$ cat config.mk
export PLATFORM = sky130hd
export DESIGN_NAME = sha3_round_sequencer
export DESIGN_NICKNAME = d
export VERILOG_FILES = /design/src/rtl/sha3_seq_pkg.sv /design/src/rtl/sha3_next_stage_pick.sv /design/src/rtl/sha3_round_sequencer.sv
export SDC_FILE = /design/constraint.sdc
export NUM_CORES = 1
export LEC_CHECK = 0
export CAP_MARGIN = 10
export CORE_MARGIN = 5
export CORE_UTILIZATION = 40
export CTS_CLUSTER_SIZE = 8
export DETAILED_ROUTE_END_ITERATION = 12
export PLACE_DENSITY = 0.69
export SYNTH_ARGS = -nofsm -noshare
export SYNTH_HDL_FRONTEND = slang
export SYNTH_HIERARCHICAL = 1
export SYNTH_SLANG_ARGS = --single-unit
$ cat constraint.sdc
create_clock -name clk -period 2 [get_ports clk]
set_input_delay 0.4 -clock clk [delete_from_list [all_inputs] [get_ports clk]]
set_output_delay 0.4 -clock clk [all_outputs]
set_load 0.02 [all_outputs]
$ cat src/rtl/sha3_seq_pkg.sv
// Shared definitions for the slice-serial round sequencer: controller states
// and the write-source code that selects the host input path.
package sha3_seq_pkg;

    typedef enum logic [3:0] {
        IDLE       = 4'd0,
        LOAD       = 4'd1,
        S_WAIT_RDY = 4'd2,
        S_START    = 4'd3,
        S_WAIT_REQ = 4'd4,
        S_FEED     = 4'd5,
        S_WAIT_OUT = 4'd6,
        S_WB       = 4'd7,
        NEXT       = 4'd8,
        INFORM     = 4'd9,
        RESULT     = 4'd10
    } seq_state_t;

    localparam int MEM_SRC_HOST = 0;

endpackage

$ cat src/rtl/sha3_next_stage_pick.sv
// Finds the next enabled stage in a mask: either the lowest set bit at or
// above cur (inclusive=1) or strictly above cur (inclusive=0).
module sha3_next_stage_pick #(
    parameter int NUM_STAGES = 5,
    parameter int IDX_W      = (NUM_STAGES > 1) ? $clog2(NUM_STAGES) : 1
) (
    input  logic [NUM_STAGES-1:0] mask,
    input  logic [IDX_W-1:0]      cur,
    input  logic                  inclusive,
    output logic [IDX_W-1:0]      idx,
    output logic                  none
);

    // Priority search from stage 0 upward; the first qualifying stage wins.
    always_comb begin
        idx  = '0;
        none = 1'b1;
        for (int i = 0; i < NUM_STAGES; i++) begin
            if (none && mask[i] &&
                ((i > int'(cur)) || (inclusive && (i == int'(cur))))) begin
                idx  = IDX_W'(i);
                none = 1'b0;
            end
        end
    end

endmodule

$ cat src/rtl/sha3_round_sequencer.sv
// Round sequencer for the slice-serial permutation core. Loads the state from
// the host, then for each round walks the enabled step units in ascending
// order (wait ready, start, stream slices in, wait result, write back), and
// finally streams the result out. All outputs are decoded from state.
module sha3_round_sequencer
    import sha3_seq_pkg::*;
#(
    parameter int NUM_STAGES = 5,
    parameter int SLICES     = 64,
    parameter int ROUND_W    = 5,
    parameter int SLICE_W    = $clog2(SLICES),
    parameter int SRC_W      = $clog2(NUM_STAGES + 1)
) (
    input  logic                  clk,
    input  logic                  rst,
    input  logic                  start,
    input  logic [ROUND_W-1:0]    rounds,
    input  logic [NUM_STAGES-1:0] stage_mask,
    input  logic                  abort,
    input  logic [NUM_STAGES-1:0] stg_ready,
    input  logic [NUM_STAGES-1:0] stg_req_in,
    input  logic [NUM_STAGES-1:0] stg_out_valid,
    output logic [NUM_STAGES-1:0] stg_start,
    output logic                  mem_rd,
    output logic                  mem_wr,
    output logic [SLICE_W-1:0]    mem_addr,
    output logic [SRC_W-1:0]      mem_src,
    output logic                  ready,
    output logic                  put_input,
    output logic                  out_ready,
    output logic                  done,
    output logic [ROUND_W-1:0]    round_idx,
    output logic                  busy
);

    localparam int IDX_W = (NUM_STAGES > 1) ? $clog2(NUM_STAGES) : 1;

    seq_state_t              state;
    logic [SLICE_W-1:0]      slice_cnt;
    logic [IDX_W-1:0]        ptr;
    logic [ROUND_W-1:0]      round_q;
    logic [ROUND_W-1:0]      rounds_q;
    logic [NUM_STAGES-1:0]   mask_q;
    logic                    done_q;

    logic                    last_slice;
    logic [ROUND_W-1:0]      round_next;
    logic [SLICE_W-1:0]      slice_next;
    logic [IDX_W-1:0]        lowest_idx;
    logic                    lowest_none;
    logic [IDX_W-1:0]        above_idx;
    logic                    above_none;

    assign last_slice = (slice_cnt == SLICE_W'(SLICES - 1));
    assign slice_next = last_slice ? '0 : slice_cnt + SLICE_W'(1);
    assign round_next = round_q + ROUND_W'(1);

    sha3_next_stage_pick #(
        .NUM_STAGES(NUM_STAGES),
        .IDX_W     (IDX_W)
    ) u_pick_lowest (
        .mask     (mask_q),
        .cur      ('0),
        .inclusive(1'b1),
        .idx      (lowest_idx),
        .none     (lowest_none)
    );

    sha3_next_stage_pick #(
        .NUM_STAGES(NUM_STAGES),
        .IDX_W     (IDX_W)
    ) u_pick_above (
        .mask     (mask_q),
        .cur      (ptr),
        .inclusive(1'b0),
        .idx      (above_idx),
        .none     (above_none)
    );

    // Controller state, slice/round counters and the one-cycle done flag.
    always_ff @(posedge clk or posedge rst) begin
        if (rst) begin
            state     <= IDLE;
            slice_cnt <= '0;
            ptr       <= '0;
            round_q   <= '0;
            rounds_q  <= '0;
            mask_q    <= '0;
            done_q    <= 1'b0;
        end else begin
            done_q <= 1'b0;
            if (abort && (state != IDLE)) begin
                state     <= IDLE;
                slice_cnt <= '0;
                ptr       <= '0;
                round_q   <= '0;
            end else begin
                case (state)
                    IDLE: begin
                        if (start) begin
                            rounds_q  <= rounds;
                            mask_q    <= stage_mask;
                            slice_cnt <= '0;
                            ptr       <= '0;
                            round_q   <= '0;
                            state     <= LOAD;
                        end
                    end
                    LOAD: begin
                        slice_cnt <= slice_next;
                        if (last_slice) begin
                            if ((rounds_q == '0) || lowest_none) begin
                                state <= INFORM;
                            end else begin
                                ptr   <= lowest_idx;
                                state <= S_WAIT_RDY;
                            end
                        end
                    end
                    S_WAIT_RDY: begin
                        if (stg_ready[ptr]) state <= S_START;
                    end
                    S_START: begin
                        slice_cnt <= '0;
                        state     <= S_WAIT_REQ;
                    end
                    S_WAIT_REQ: begin
                        if (stg_req_in[ptr]) state <= S_FEED;
                    end
                    S_FEED: begin
                        slice_cnt <= slice_next;
                        if (last_slice) state <= S_WAIT_OUT;
                    end
                    S_WAIT_OUT: begin
                        if (stg_out_valid[ptr]) state <= S_WB;
                    end
                    S_WB: begin
                        slice_cnt <= slice_next;
                        if (last_slice) state <= NEXT;
                    end
                    NEXT: begin
                        if (!above_none) begin
                            ptr   <= above_idx;
                            state <= S_WAIT_RDY;
                        end else begin
                            round_q <= round_next;
                            if (round_next == rounds_q) begin
                                state <= INFORM;
                            end else begin
                                ptr   <= lowest_idx;
                                state <= S_WAIT_RDY;
                            end
                        end
                    end
                    INFORM: begin
                        slice_cnt <= '0;
                        state     <= RESULT;
                    end
                    RESULT: begin
                        slice_cnt <= slice_next;
                        if (last_slice) begin
                            done_q <= 1'b1;
                            state  <= IDLE;
                        end
                    end
                    default: state <= IDLE;
                endcase
            end
        end
    end

    assign ready     = (state == IDLE);
    assign busy      = (state != IDLE);
    assign put_input = (state == LOAD);
    assign mem_wr    = (state == LOAD) || (state == S_WB);
    assign mem_rd    = (state == S_FEED) || (state == RESULT);
    assign mem_addr  = slice_cnt;
    assign mem_src   = (state == S_WB) ? (SRC_W'(ptr) + SRC_W'(1))
                                       : SRC_W'(MEM_SRC_HOST);
    assign out_ready = (state == INFORM);
    assign stg_start = (state == S_START) ? (NUM_STAGES'(1) << ptr) : '0;
    assign done      = done_q;
    assign round_idx = round_q;

endmodule

Word-level counts from Yosys, hierarchy flattened. Index checks and enable logic that the tools add are counted.

Output and inout bits: 26. Logic and storage cells: 124. Input port bits: 29. Register bits after elaboration: 29.

Bitwise gates (word level): 1. Mux-type cells: 56. $add $sub $neg: 3. Magnitude comparators: 5. Reduce and logical (&&, ||, !) cells: 28. Shift-type cells: 1. Equality and inequality tests: 23.

Operator list (number): $mux W4 (12); $pmux W4 S11 (1); $mux W3 (13); $ne A3 B3 Y1 const B (8); $mux W5 (4); $mux W6 (3); $pmux W6 S3 (1); $mux W1 (17); $eq A4 B3 Y1 const B (4); $eq A4 B4 Y1 const B (3); $logic_and A1 B1 Y1 (12); $reduce_bool A4 Y1 (3); $pmux W5 S2 (1); $bmux W1 S3 (3); $pmux W3 S3 (1); $eq A4 B2 Y1 const B (2); $reduce_and A8 Y1 (1); $add A6 B1 Y6 const B (1); $eq A6 B6 Y1 const B (1); $gt A2 B3 Y1 const A (2); $reduce_and A3 Y1 (2); $add A5 B1 Y5 const B (1); $eq A5 B5 Y1 (1); $logic_not A5 Y1 (1); other kinds (17) (19).

Logic depth before layout (Yosys ltp). Gate-level depths: netlist of run 1.

Depth after elaboration: 15. Depth in mapped cells: 10.

Cells and area by module. The synthesis of run 1 kept the hierarchy.

Modules (own cells, without submodules): sha3_round_sequencer (cells each 218, seq. area each 725.7 um2, times used 1, area each 2015.7 um2); sha3_next_stage_pick (cells each 23, seq. area each 0.0 um2, times used 2, area each 137.6 um2).

Least setup slack after synthesis of run 1. Ideal clock, no wire load.

Kind: flip-flop to flip-flop. Start: reg round_q[0], in the netlist round_idx[0]. End: reg ptr[2]. Period minus slack after synthesis: 2103 ps. Data required time: 1872 ps. Cell stages (with the launch flop): 8. Data arrival time: 1975 ps. Path buffers: 0. Setup slack: -103 ps. Cells stage by stage: dfrtp_1 -> ha_1 -> o21ba_1 -> a221oi_2 -> o2111ai_1 -> o211a_1 -> o21a_1 -> mux2i_1.

Longest elaborated chain between the ends: 4.

RTL lines: from (decl) (line sha3_round_sequencer.sv:41) `logic [ROUND_W-1:0] round_q;`; from (signal assigned) (line sha3_round_sequencer.sv:146) `round_q <= round_next;`; $add A5 B1 Y5 (line sha3_round_sequencer.sv:56) `assign round_next = round_q + ROUND_W'(1);`; $eq A5 B5 Y1 (line sha3_round_sequencer.sv:147) `if (round_next == rounds_q) begin`; $ne A4 B4 Y1 (no source line); $reduce_and A5 Y1 (no source line); to (signal assigned) (line sha3_round_sequencer.sv:115) `ptr <= lowest_idx;`; to (signal assigned) (line sha3_round_sequencer.sv:143) `ptr <= above_idx;`; to (signal assigned) (line sha3_round_sequencer.sv:150) `ptr <= lowest_idx;`; to (decl) (line sha3_round_sequencer.sv:40) `logic [IDX_W-1:0] ptr;`.

No other way between the ends. A chain may end at the register's enable or synchronous reset.

Final worst setup path of run 1.
Start: reg mask_q[1]. End: reg ptr[0].

Elaborated cells on any way between the ends: 37.

RTL lines: from (decl) (line sha3_round_sequencer.sv:43) `logic [NUM_STAGES-1:0] mask_q;`; from (signal assigned) (line sha3_round_sequencer.sv:102) `mask_q <= stage_mask;`; $logic_and A1 B1 Y1 (*) (line sha3_next_stage_pick.sv:19) `if (none && mask[i] &&`; $mux W1 (line sha3_next_stage_pick.sv:19); $logic_and A1 B1 Y1 (line sha3_next_stage_pick.sv:19); $mux W1 (line sha3_next_stage_pick.sv:19); $logic_and A1 B1 Y1 (line sha3_next_stage_pick.sv:19); $mux W1 (line sha3_next_stage_pick.sv:19); $logic_and A1 B1 Y1 (line sha3_next_stage_pick.sv:19); $mux W3 (*) (line sha3_next_stage_pick.sv:19); net lowest_idx[0] (line sha3_round_sequencer.sv:49) `logic [IDX_W-1:0] lowest_idx;`; $mux W3, on equally long branches (line sha3_round_sequencer.sv:147, sha3_round_sequencer.sv:112); $mux W3, on equally long branches (line sha3_round_sequencer.sv:142, sha3_round_sequencer.sv:111); $pmux W3 S3 (*) (line sha3_round_sequencer.sv:98) `case (state)`; $mux W3 (*) (line sha3_round_sequencer.sv:92) `if (abort && (state != IDLE)) begin`.

Mark *: on every way through the listed nets, which the timed path passes. The rest lies on a longest branch. The select of a mux whose other input is x is not followed.

==> results of run 1 <==
## worst min-delay path: stages
cell and delay, ps:
clkdlybuf4s50_1 400, inv_1 50, buf_4 350
## flip-flops by register name (all words and copies together) (netlist names)
name	flops
state	4
round_idx	5
rounds_q	5
mem_addr	6
mask_q	5
done	1
ptr	3
## synth_stat cells, types with 2 or more instances
cell type	count
o21ai_2	2
or2_1	2
conb_1	2
and2_1	4
mux2i_1	6
a22oi_1	4
o21ai_1	11
a311oi_2	2
inv_1	6
a31oi_1	4
a21o_1	5
nand2b_1	10
o21ai_0	13
and2b_1	2
ha_1	7
nand3b_1	7
buf_6	2
xnor2_1	5
nor4b_2	2
nor2b_1	5
nor3_1	8
nor2_1	27
mux4_2	2
or3_1	2
and3_1	7
a21oi_1	9
a221oi_2	2
a21boi_0	2
nand2_1	25
nand3_1	5
a211oi_1	3
clkbuf_1	5
o31ai_1	3
o32a_2	2
buf_2	2
mux2_1	10
dfrtp_1	29
o32ai_1	2
xor2_1	2
## path summary, 6_finish.rpt
kind / start / to / slack, ps / cells past startpoint
hold / removal: rst / round_idx[0] / 500 / 3
hold reg to reg: mem_addr[3] / mem_addr[3] / 530 / 1
max in group asynchronous: rst / ptr[0] / 1190 / 3
setup / recovery: mask_q[1] / ptr[0] / -160 / 12
setup reg to reg: mask_q[1] / ptr[0] / -160 / 12
min in group clk: mem_addr[3] / mem_addr[3] / 530 / 1
## per-layer routing
metal	vias to the layer above	track usage (%)	wire length, um
li1	1234	-	-
met1	1191	23.8	3170
met2	72	31.6	3480
met3	11	4.42	412
met4	0	6.91	130
met5	-	0	0
## metrics by stage
step	cells	hold slack, ps
after floorplan	292	478
after global placement	458	499
after detailed placement	458	507
after CTS	474	515
after global routing	488	559
final	488	498
## layout by cell type, fill, tap and decap left out, types with 4 or more instances in the layout
| cell type | synthesis | routed |
|---|---|---|
| nand2b_1 | 10 | 6 |
| o21ai_1 | 11 | 13 |
| buf_6 | 2 | 6 |
| a21oi_1 | 9 | 7 |
| buf_4 | 0 | 64 |
| nor2_1 | 27 | 26 |
| mux2_1 | 10 | 10 |
| clkbuf_2 | 0 | 6 |
| dfrtp_2 | 0 | 8 |
| conb_1 | 2 | 30 |
| nand3_1 | 5 | 4 |
| inv_1 | 6 | 5 |
| clkdlybuf4s50_1 | 0 | 40 |
| o21ai_0 | 13 | 10 |
| and3_1 | 7 | 5 |
| buf_2 | 2 | 5 |
| nand3b_1 | 7 | 7 |
| xnor2_1 | 5 | 5 |
| nand2b_4 | 0 | 4 |
| nor3_1 | 8 | 4 |
| dfrtp_1 | 29 | 21 |
| a21o_1 | 5 | 5 |
| clkbuf_8 | 0 | 5 |
| nand2_1 | 25 | 23 |
| mux2i_1 | 6 | 5 |
## power by group through the flow
stage          Sequential, W  Clock [W]  Combinational, W
3_5_place_dp        0.000981          0           0.00270
3_3_place_gp        0.000973          0           0.00265
4_1_cts             0.000978   0.000475           0.00280
6_report             0.00100   0.000470           0.00337
2_1_floorplan       0.000968          0           0.00160
5_1_grt              0.00103   0.000505           0.00364
## area by class of cell
cell class | instances | area [um^2] | area share [%]
inverter | 7 | 38.8 | 1.01
multi-input combinational | 247 | 1860 | 48.2
timing repair buffer | 125 | 1050 | 27.2
tap | 72 | 90.1 | 2.34
clock inverter | 2 | 10.0 | 0.260
clock buffer | 6 | 72.6 | 1.88
sequential | 29 | 736 | 19.1
## kinds of logic (layout without fill, tap and decap cells)
logic type	after synthesis	count (layout)	share of synthesized area (%)
AND/OR/NAND/NOR	108	108	24.4
AO/OA/AOI/OAI	76	76	23.5
flip-flops	29	29	31.7
multiplexers	19	19	10.2
buffers and inverters	16	140	3.39
adder cells (fa/ha/maj)	7	7	3.82
XOR/XNOR	7	7	2.68
other	2	30	0.328
## what timing repair did
| action | CTS | global route |
|---|---|---|
| buffers inserted | 8 | 14 |
| pin swaps | 2 | 19 |
| resized for setup | 57 | 68 |
| setup endpoints to repair | 25 | 22 |
==> results.md, run 1 <==
- Min cycle time layout: ~2200 ps
- Synth area leader: dfrtp_1
- Maximum VDD drop: 0.644 mV
- Pre-antenna DRT Iters: 4
- Area growth syn-to-layout: 68.2%
- Final Hold Fails: 0
- Die area: 0.00734 mm^2
- Setup CP Type: register to register
- CP max stage cell: dfrtp_2
- Cell seen most often among critical-path stages: buf_4
- Asr flop ratio synth: 100%
- Util after Layout: 69.5%
- Post-synth EDFFs: 0
- CP top delay family: buffers and inverters
- Warning count from the yosys run: 6
- Mapped Avg Cell Area: 8.68 um^2
- Critical path buffers and inverters: 7
- P_leak: roughly 1.7 nW
- Crit end category: register
- Clock Latency Late Sink: around 280 ps
- Post-synth top area share: a little under a third
- Final HPWL DP: 5090 um
- DP Area: about 0.0034 mm^2
- Routability cong.: 0.848
- Max H-tree Level: 2
- PortBufs: 54
- Comb power frac: 69.6%
- Pwr dens: 1260 mW/mm^2
- Global-route wire length before repair: between 10000 and 15000 um
- NetSw: 0.00209 W
- CP arrival: 2350 ps
- Ys flop type: dfrtp_1
- Worst path cell trace: nand2b_4, buf_4, buf_4, buf_4, buf_4, buf_4, buf_4, buf_4, a211oi_4, o32a_2, a22oi_2, mux2i_1
- Final setup vio count: 5
- Via density: 5.14
- CP max stage delay: 470 ps
- Vias in the first global route: 2457
- CTS buffer count: 5
- DRC viols: 0
- Worst setup SP type: register
- Clk sinks: 29
- Fill cells: 446
- All-Layer GR Usage: 18.9%
- Netlist cell types: 55
- CTS root buf: clkbuf_8
- Period utilization: 108%
- Total Power: 0.00484 W
- Max Fclk: 463 MHz
- Required time of the critical path: around 2200 ps
- Worst-case clock buffer depth: 2
- Total vias in the final route: between 2000 and 3000
- Post-detailed-route count of antenna-violating nets: 0
- WL final: 7190 um
- Die X: 85.7 um
- Initial DRC Count: approximately 160
- Post-CTS Hold Fix Bufs: 0
- Post-Route Setup TNS: -375 ps
- Switching power share of the total: ~43%
- Outcome: complete, but fails checks
- Clock input transition at the sequential cells of the worst setup and hold paths: around 60 ps
- Largest net degree at the start of global routing: 30
- Setup WS pre-CTS: -192 ps
- # IOs: 55
- Initial antenna violation count: 0
- Setup Skew: around 4.0 ps
- Failing checks: negative setup slack
- Seq/Total Area, Yosys: between 30% and 40%
- Setup slack after layout: -158 ps
- Mapped Cells: 264
- Post-synthesis register bit count: 29
- Critical path fanouts, max: 5
- Slew headroom: 66.0%
- Max Cap Violations: 0
- CTS tree: built
- Actual slew at the worst max-slew pin: 507 ps
- Final Cell Area: 0.00385 mm^2
- GR Overflow Total: 0
- Cell Rows: 27
- Cell-internal power: between 0.002 and 0.003 W
- Cell area after synthesis: about 0.0023 mm^2
- Pins Over Slew Limit: 0
- Die Span Y: 85.7 um
- Ant diodes: 0
- Worst Hold Class: input port to asynchronous set/reset pin
- Area of the core: 0.00554 mm^2
- Drt wl/cell: 14.7 um
- Top post-synthesis cells by area: dfrtp_1 (32%), mux2_1 (4.9%), nor2_1 (4.4%)
- RSZ-0062 raised after global routing: true
- Layout cells sized above 1: 36.8%
- Initial Util: 41.4%
- Sequential power share: between 20% and 30%
- Final net count: ~450
- Clock power share: about 9.7%
No activity file was read; power rests on OpenSTA's default activity.
==> run 2, diff against run 1 <==
- CORE_MARGIN: 5 -> default
==> run 2 against run 1 <==
Sequential cell count unchanged. Die area decreased by 18%. Critical path type unchanged. The run still ends with negative setup slack left. Routed wire length is 3.6% lower. Combinational power rose by 1%. Clock power increased by 18%. Power increased by 1.9%. Worst hold slack improved by 0.52 ps. Via count increased by 0.84%. Worst setup slack improved by 96 ps. Cell count is the same.
==> results.md, run 2 (synthesis gave the netlist of run 1 again) <==
- Die area: 0.00603 mm^2 (-18%)
- Routability cong.: 0.882 (+4.1%)
- Vias in the first global route: 2512 (+2.2%)
- Final HPWL DP: 4930 um (-3.1%)
- All-Layer GR Usage: 23.8% (+4.9 points)
- CP max stage cell: dfrtp_2
- Drt wl/cell: 14.2 um (-3.6%)
- Fill cells: 454 (+1.8%)
- RSZ-0062 raised after global routing: true
- Slew headroom: 64.1% (-1.9 points)
- WL final: 6940 um (-3.6%)
- Period utilization: 103% (-4.8 points)
- Pins Over Slew Limit: 0 (unchanged)
- Worst-case clock buffer depth: 2 (unchanged)
- Die X: 77.7 um (-9.3%)
- Clock Latency Late Sink: 280 ps (about the same)
- Final setup vio count: 10 (+5)
- Placed cells: 461 (+0.66%)
- Required time of the critical path: 2170 ps (-20 ps)
- Setup CP Type: register to register
- Seq. cell area: 734 um^2 (-0.17%)
- Max Cap Violations: 0 (unchanged)
- Clock input transition at the sequential cells of the worst setup and hold paths: 70 ps (about the same)
- Area of the core: 0.00551 mm^2 (-0.61%)
- Setup slack after layout: -62.4 ps (+96.1 ps)
- Post-Layout Cell Count: 488 (unchanged)
- CTS root buf: clkbuf_8
- CTS tree: built
- Crit end category: register
- Ant diodes: 0 (unchanged)
- Worst R2R Setup Slack: -60 ps (+100 ps)
- Cell Rows: 27 (unchanged)
- Max H-tree Level: 2 (unchanged)
- Final net count: 451 (unchanged)
- Comb power frac: 69.3% (-0.3 points)
- Area growth syn-to-layout: 67.9%
- NetSw: 0.00208 W (-0.73%)
- Outcome: complete, but fails checks
- Total vias in the final route: 2529 (+0.84%)
- Critical path fanouts, max: 7 (+2)
- P_leak: 1.72 nW (+0.95%)
- Post-detailed-route count of antenna-violating nets: 0 (unchanged)
- Clock power share: 11.2% (+1.5 points)
- Pre-antenna DRT Iters: 4 (unchanged)
- Post-Route Setup TNS: -269 ps (+106 ps)
- Failing checks: negative setup slack
- Hold Slack: 499 ps (+0.522 ps)
- CP max stage delay: 440 ps (-30 ps)
- Die Span Y: 77.7 um (-9.3%)
- Worst Hold Class: input port to asynchronous set/reset pin
- Final Hold Fails: 0 (unchanged)
- Via density: 5.18 (+0.84%)
- Min cycle time layout: 2060 ps (-96.1 ps)
- Largest net degree at the start of global routing: 30 (unchanged)
- Clk sinks: 29 (unchanged)
- Worst setup SP type: register
- Switching power share of the total: 42.0% (-1.1 points)
- # IOs: 55 (unchanged)
- PortBufs: 54 (unchanged)
- Maximum VDD drop: 0.585 mV (-9.2%)
- Max Fclk: 485 MHz (+4.7%)
- Max reg flops: 6 (unchanged)
- DRC viols: 0 (unchanged)
- Initial Util: 41.6% (+0.25 points)
- Setup WS pre-CTS: -196 ps (-3.77 ps)
- Layout cells sized above 1: 37.0% (+0.24 points)
- CTS buffer count: 5 (unchanged)
- Setup Skew: 5.64 ps (+1.66 ps)
- Initial antenna violation count: 0 (unchanged)
- Sequential power share: 19.5% (-1.2 points)
- Multi-input gate area: 0.00181 mm^2 (-2.7%)
- CP arrival: 2230 ps (-120 ps)
- Worst path cell trace: buf_6, mux2i_1, nor4b_2, o32ai_2, a221oi_2, o21bai_4, mux2_4
- Pwr dens: 1280 mW/mm^2 (+2.0%)
- GR Overflow Total: 0 (unchanged)
- Commonest non-fill, non-tap cells in the layout: buf_4 (62), clkdlybuf4s50_1 (40), conb_1 (30)
- Actual slew at the worst max-slew pin: 535 ps (+27.8 ps)
- Most common cell after layout, fill and taps aside: buf_4
- Cell-internal power: 0.00286 W (+3.9%)
- Global-route wire length before repair: 11400 um (+1.2%)
- Initial DRC Count: 136 (-13%)
run 2: final cells by class:
class	count	area share, %
Sequential cell	29	19.1
Clock inverter	1	0.130
Clock buffer	7	2.50
Multi-Input combinational cell	247	46.9
Timing Repair Buffer	125	28.3
Tap cell	72	2.34
Inverter	7	0.683
run 2: path summary, 6_finish.rpt:
path / start / end / cells after the start
min in group clk: mem_addr[3] / mem_addr[3] / 1
max in group asynchronous: rst / ptr[0] / 3
hold reg to reg: mem_addr[3] / mem_addr[3] / 1
hold / removal: rst / round_idx[1] / 3
setup / recovery: state[2] / state[1] / 7
setup reg to reg: state[2] / state[1] / 7
run 2: routing by layer:
metal | up-vias | wire (um) | global-route usage, %
met4 | 0 | 114 | 9.06
met5 | - | 0 | 0
met2 | 68 | 3500 | 41.6
met3 | 12 | 228 | 3.53
met1 | 1209 | 3090 | 29.4
li1 | 1240 | - | -
run 2: worst max-delay path, delay by kind of cell, from the launching register on:
kind            cells  cell delay [ps]
buf+inv             1              150
simple gates        1              360
mux                 2              420
compound gates      3              580
flops               1              440
run 2: what timing repair did:
| action | 4_1_cts | 5_1_grt |
|---|---|---|
| pin swaps | 8 | 13 |
| resized for setup | 71 | 59 |
| hold buffers | 0 | 0 |
| setup buffers | 10 | 9 |
| setup endpoints to repair | 23 | 28 |
run 2: per-stage QoR:
step,area (um^2),utilization [%],power (W)
after floorplan,2430,-,0.00257
after global placement,3410,62.0,0.00369
after detailed placement,3410,62.0,0.00374
after CTS,3620,65.8,0.00452
after global routing,3850,69.9,0.00526
final,3850,69.9,0.00494
run 2: power by group through the flow:
stage / combinational, W / sequential (W) / clock [W]
after floorplan: 0.00160 / 0.000968 / 0
after global placement: 0.00272 / 0.000975 / 0
after detailed placement: 0.00277 / 0.000975 / 0
after CTS: 0.00301 / 0.000949 / 0.000561
after global routing: 0.00367 / 0.000990 / 0.000596
final: 0.00342 / 0.000964 / 0.000553
